`src/rtl/i2c_bus_arbiter.sv`:
```
// Round-robin arbiter sharing one byte-level I2C master between N_REQ requesters.
// Optional watchdog with m_abort port when I2C_ARB_TIMEOUT_EN is defined.
module i2c_bus_arbiter #(
   parameter int N_REQ       = 2,
   parameter int TIMEOUT_CYC = 1023
) (
   input  logic                 clk,
   input  logic                 rst,
   input  logic [N_REQ-1:0]     req,
   input  logic [N_REQ-1:0]     req_rw,
   input  logic [7*N_REQ-1:0]   req_dev_addr,
   input  logic [8*N_REQ-1:0]   req_reg_addr,
   input  logic [8*N_REQ-1:0]   req_wdata,
   output logic [N_REQ-1:0]     gnt,
   output logic [N_REQ-1:0]     done,
   output logic [N_REQ-1:0]     err,
   output logic [7:0]           rdata,
   output logic                 m_start,
   output logic                 m_rw,
   output logic [6:0]           m_dev_addr,
   output logic [7:0]           m_reg_addr,
   output logic [7:0]           m_wdata,
   input  logic                 m_done,
   input  logic                 m_nack,
   input  logic [7:0]           m_rdata
`ifdef I2C_ARB_TIMEOUT_EN
   ,
   output logic                 m_abort
`endif
);

   localparam int          PW = $clog2(N_REQ);
   localparam int unsigned NU = N_REQ;

   if (N_REQ < 2 || N_REQ > 8 || TIMEOUT_CYC < 1) begin : g_bad_cfg
      $error("i2c_bus_arbiter: N_REQ must be 2..8 and TIMEOUT_CYC >= 1");
   end

   typedef enum logic [1:0] {IDLE, LAUNCH, WAIT_DONE, RESP} state_t;

   state_t         state;
   logic [PW-1:0]  ptr;
   logic [PW-1:0]  winner;
   logic [PW-1:0]  sel_idx;
   logic           sel_found;
   int unsigned    k;

`ifdef I2C_ARB_TIMEOUT_EN
   localparam int CW = $clog2(TIMEOUT_CYC + 1);
   logic [CW-1:0] cnt;
`endif

   // First active request at or above ptr, wrapping modulo N_REQ.
   always_comb begin
      sel_found = 1'b0;
      sel_idx   = '0;
      k         = 0;
      for (int unsigned i = 0; i < NU; i++) begin
         k = (32'(ptr) + i) % NU;
         if (!sel_found && req[PW'(k)]) begin
            sel_found = 1'b1;
            sel_idx   = PW'(k);
         end
      end
   end

   // m_start is registered out of LAUNCH, so it appears one cycle after gnt.
   always_ff @(posedge clk or posedge rst) begin
      if (rst) begin
         state      <= IDLE;
         ptr        <= '0;
         winner     <= '0;
         gnt        <= '0;
         done       <= '0;
         err        <= '0;
         rdata      <= '0;
         m_start    <= 1'b0;
         m_rw       <= 1'b0;
         m_dev_addr <= '0;
         m_reg_addr <= '0;
         m_wdata    <= '0;
`ifdef I2C_ARB_TIMEOUT_EN
         cnt        <= '0;
         m_abort    <= 1'b0;
`endif
      end else begin
         m_start <= 1'b0;
         done    <= '0;
         err     <= '0;
`ifdef I2C_ARB_TIMEOUT_EN
         m_abort <= 1'b0;
`endif
         case (state)
            IDLE: begin
               if (sel_found) begin
                  winner     <= sel_idx;
                  gnt        <= N_REQ'(1) << sel_idx;
                  m_rw       <= req_rw[sel_idx];
                  m_dev_addr <= req_dev_addr[7*sel_idx +: 7];
                  m_reg_addr <= req_reg_addr[8*sel_idx +: 8];
                  m_wdata    <= req_wdata[8*sel_idx +: 8];
                  state      <= LAUNCH;
               end
            end
            LAUNCH: begin
               m_start <= 1'b1;
`ifdef I2C_ARB_TIMEOUT_EN
               cnt     <= '0;
`endif
               state   <= WAIT_DONE;
            end
            WAIT_DONE: begin
               if (m_done) begin
                  rdata <= m_rdata;
                  done  <= N_REQ'(1) << winner;
                  err   <= m_nack ? (N_REQ'(1) << winner) : '0;
                  state <= RESP;
               end
`ifdef I2C_ARB_TIMEOUT_EN
               else if (cnt == CW'(TIMEOUT_CYC - 1)) begin
                  m_abort <= 1'b1;
                  done    <= N_REQ'(1) << winner;
                  err     <= N_REQ'(1) << winner;
                  state   <= RESP;
               end else begin
                  cnt <= cnt + 1'b1;
               end
`endif
            end
            RESP: begin
               gnt   <= '0;
               ptr   <= (winner == PW'(N_REQ - 1)) ? '0 : winner + 1'b1;
               state <= IDLE;
            end
            default: state <= IDLE;
         endcase
      end
   end

endmodule

```
`config.mk`:
```
export PLATFORM = sky130hd
export DESIGN_NAME = i2c_bus_arbiter
export DESIGN_NICKNAME = d
export VERILOG_FILES = /design/src/rtl/i2c_bus_arbiter.sv
export SDC_FILE = /design/constraint.sdc
export NUM_CORES = 1
export LEC_CHECK = 0
export ABC_AREA = 1
export BUFFER_PORTS_ARGS = -buffer_cell sky130_fd_sc_hd__buf_4
export CAP_MARGIN = 15
export CELL_PAD_IN_SITES_DETAIL_PLACEMENT = 0
export CELL_PAD_IN_SITES_GLOBAL_PLACEMENT = 1
export CORE_MARGIN = 5
export CORE_UTILIZATION = 30
export CTS_BUF_LIST = sky130_fd_sc_hd__clkbuf_8
export DETAILED_ROUTE_END_ITERATION = 10
export PLACE_DENSITY = 0.84
export SLEW_MARGIN = 20
export SYNTH_ARGS = -nofsm -noshare
export SYNTH_HDL_FRONTEND = slang
export SYNTH_SLANG_ARGS = --single-unit
```
`constraint.sdc`:
```
create_clock -name clk -period 1.45 [get_ports clk]
set_input_delay 0.2175 -clock clk [delete_from_list [all_inputs] [get_ports clk]]
set_output_delay 0.2175 -clock clk [all_outputs]
set_load 0.01 [all_outputs]
```
==> results.cfg <==
[min_path]
hold_depth = 2
min_to = rdata[7]
min-delay-start = m_rdata[7]
hp-class = input pin to flip-flop

[place]
placed_area_mm2 = 0.00287
gp_congestion = 0.763
dp_worst_setup_slack_ns = -0.0318
post-dp-hpwl_um = 4140
portBuffers = 100
dp.cells = 422

[die]
fp.coreArea_mm2 = 0.00672
ios = 101
rows = 30
dieArea_mm2 = 0.00862
fp.dieH_um = 92.8
die_w_um = 92.8
initial_utilization = 0.306

[timing]
fmax_mhz = 751
fin_ws_ns = 0.118
hold_violations = 0
relSlewSlack = 0.705
setup_viol = 0
fin_skew_ns = 0.0136
fin_tns_setup_ns = 0
drv_slew = 0
finalCritPeriodShare = 0.919
tightest_slew_ns = 0.441
rsz0062_at_grt = no
fin_crit_ns = 1.33
whs_ns = 0.146

[synthesis]
yosys.area_share.adder = 0.0243
synthCells = 248
netlist_area_mm2 = 0.00206
synthXorXnorAreaFrac = 0
synthMuxAreaShare = 0.0438
syn_nets = 314
synth_cell_type_count = 18
yosysWarnings = 0
synth-simple-area-share = 0.324
synth_compound_area_frac = 0.0188
avgSynthCellArea_um2 = 8.30
yosysSeqAreaShare = 0.523
synth_top_family_by_area = simple AND/OR/NAND/NOR gates
synth-seq-cells = 43

[critical_path]
cp.required_ns = 1.64
critPathLaunchType = flip-flop
cp_max_fo = 9
crit_path_start = state[0]
r2r-start = state[0]
end_kind = flip-flop
crit_family = flip-flops
arrival_ns = 1.52
rr_worst_depth = 4
criticalPathCategory = flip-flop to flip-flop
worstPathCellList = inv_1, ha_1, nand2_4, mux2_2
regToRegSetupSlack_ns = 0.12
crit_buf_inv = 1
cp_slowest_cell = dfrtp_1
rr_endpoint = rdata[3]
critPathMaxStageDelay_ns = 0.38

[clock_network]
cts_buffer_depth = 2
cts-root-buf = clkbuf_8
postCtsSetupRepairBufs = 0
h-tree-depth = 2
clk_pin_slew_ns = 0.10
cts_tree = yes
numCtsBuffers = 5
insertion_delay_ns = 0.30
cts_sinks = 43

[global_route]
grt_usage = 0.133
overflow = 0
grt_max_degree = 27
grt_pass1_vias = 1984
antenna_found_initial = 0
grt_pass1_wl_um = 9190

[finish]
finalNonFillerCells = 431
nNetsFinal = 416
area_growth_pct = 45.0
stdcell_area_mm2 = 0.00299
final_cell_mix = nand2_1, buf_4, dfrtp_1
fillers = 684
num_antenna_cells = 0
utilization = 0.444
final_common_cell = nand2_1
drive_gt1_frac = 0.368

[pwr]
leakagePower_nw = 1.70
finalPower_mw = 5.35
irDropWorstVdd_mv = 0.810
power_density_mw_per_mm2 = 1790

[routing]
vias = 1903
drt_wl_total_um = 5560
drt_first_pass_iters = 4
drt-initial-drc-count = 83
top_layer = met4
viasPerCell = 4.42
wl_per_cell_um = 12.9
drc = 0
met3RoutedLength_um = 350
wl_met1_um = 2420
wl_met2_um = 2690
postRouteAntennaNets = 0

[job]
max_cap_violations = 0

[status]
status = finished clean
[what timing repair did]
| action | in CTS | in global routing |
|---|---|---|
| endpoints found under the setup margin | 8 | 19 |
| hold buffers | 1 | 0 |
| hold endpoints to repair | 19 | 0 |
| resized for setup | 1 | 3 |
[worst reg2reg max path: cells and delay by family, from the launching register on]
family,cells,cell delay [ns]
adder cells (fa/ha/maj),1,0.25
buffers and inverters,1,0.08
flip-flops,1,0.38
multiplexers,1,0.35
AND/OR/NAND/NOR,1,0.15
[sequential cells by signal, summed over array words and instances, names as in the netlist]
signal / cells
m_dev_addr: 7
winner: 1
rdata: 8
m_start: 1
ptr: 1
err: 2
done: 2
gnt: 2
m_wdata: 8
state: 2
m_reg_addr: 8
m_rw: 1
[final cells by class]
class                      instances  area, µm²  area share
clock inverter                     3       25.0     0.00838
clock buffer                       5       68.8      0.0231
tap                               80        100      0.0335
sequential                        43       1080       0.360
inverter                           9       36.3      0.0122
timing repair buffer             108        826       0.277
multi-input combinational        183        853       0.286
[cells in the mapped netlist]
cell type	n	area, µm²
a21oi_1	1	5.00
buf_2	7	35.0
buf_6	6	67.6
dfrtp_1	43	1080
ha_1	4	50.1
inv_1	8	30.0
inv_2	1	3.75
mux2_2	8	90.1
nand2_1	130	488
nand2_2	1	6.26
nand2_4	1	11.3
nand3_1	26	130
nand4_1	1	6.26
nor2_1	4	15.0
nor3_1	2	10.0
o211ai_1	2	15.0
o21ai_0	2	10.0
o21ai_2	1	8.76
[kinds of logic after synthesis]
| kind of cell | count (synthesis) |
|---|---|
| simple gates | 165 |
| flops | 43 |
| mux | 8 |
| fa+ha+maj | 4 |
| compound gates | 6 |
| buf+inv | 22 |
[where the power goes]
group	switching (mW)	internal [mW]	total, mW
combinational	1.32	1.22	2.54
clock	0.443	0.344	0.788
sequential	0.287	1.73	2.02
total	2.05	3.29	5.35
[layer usage]
metal	vias to the layer above	global-route usage
met3	10	0.0366
met5	-	0
li1	979	-
met4	0	0.0549
met2	54	0.223
met1	860	0.160
[how the worst max path moves through the flow]
stage / depth (start not counted) / slack [ns] / to
final: 4 / 0.12 / rdata[3]
after global routing: 7 / 0.03 / m_wdata[7]
after global placement: 4 / 0.03 / rdata[7]
after floorplan: 5 / 0.05 / rdata[0]
after CTS: 6 / 0.04 / gnt[0]
after detailed placement: 4 / -0.03 / rdata[2]
(Power assumes the default switching activity.)
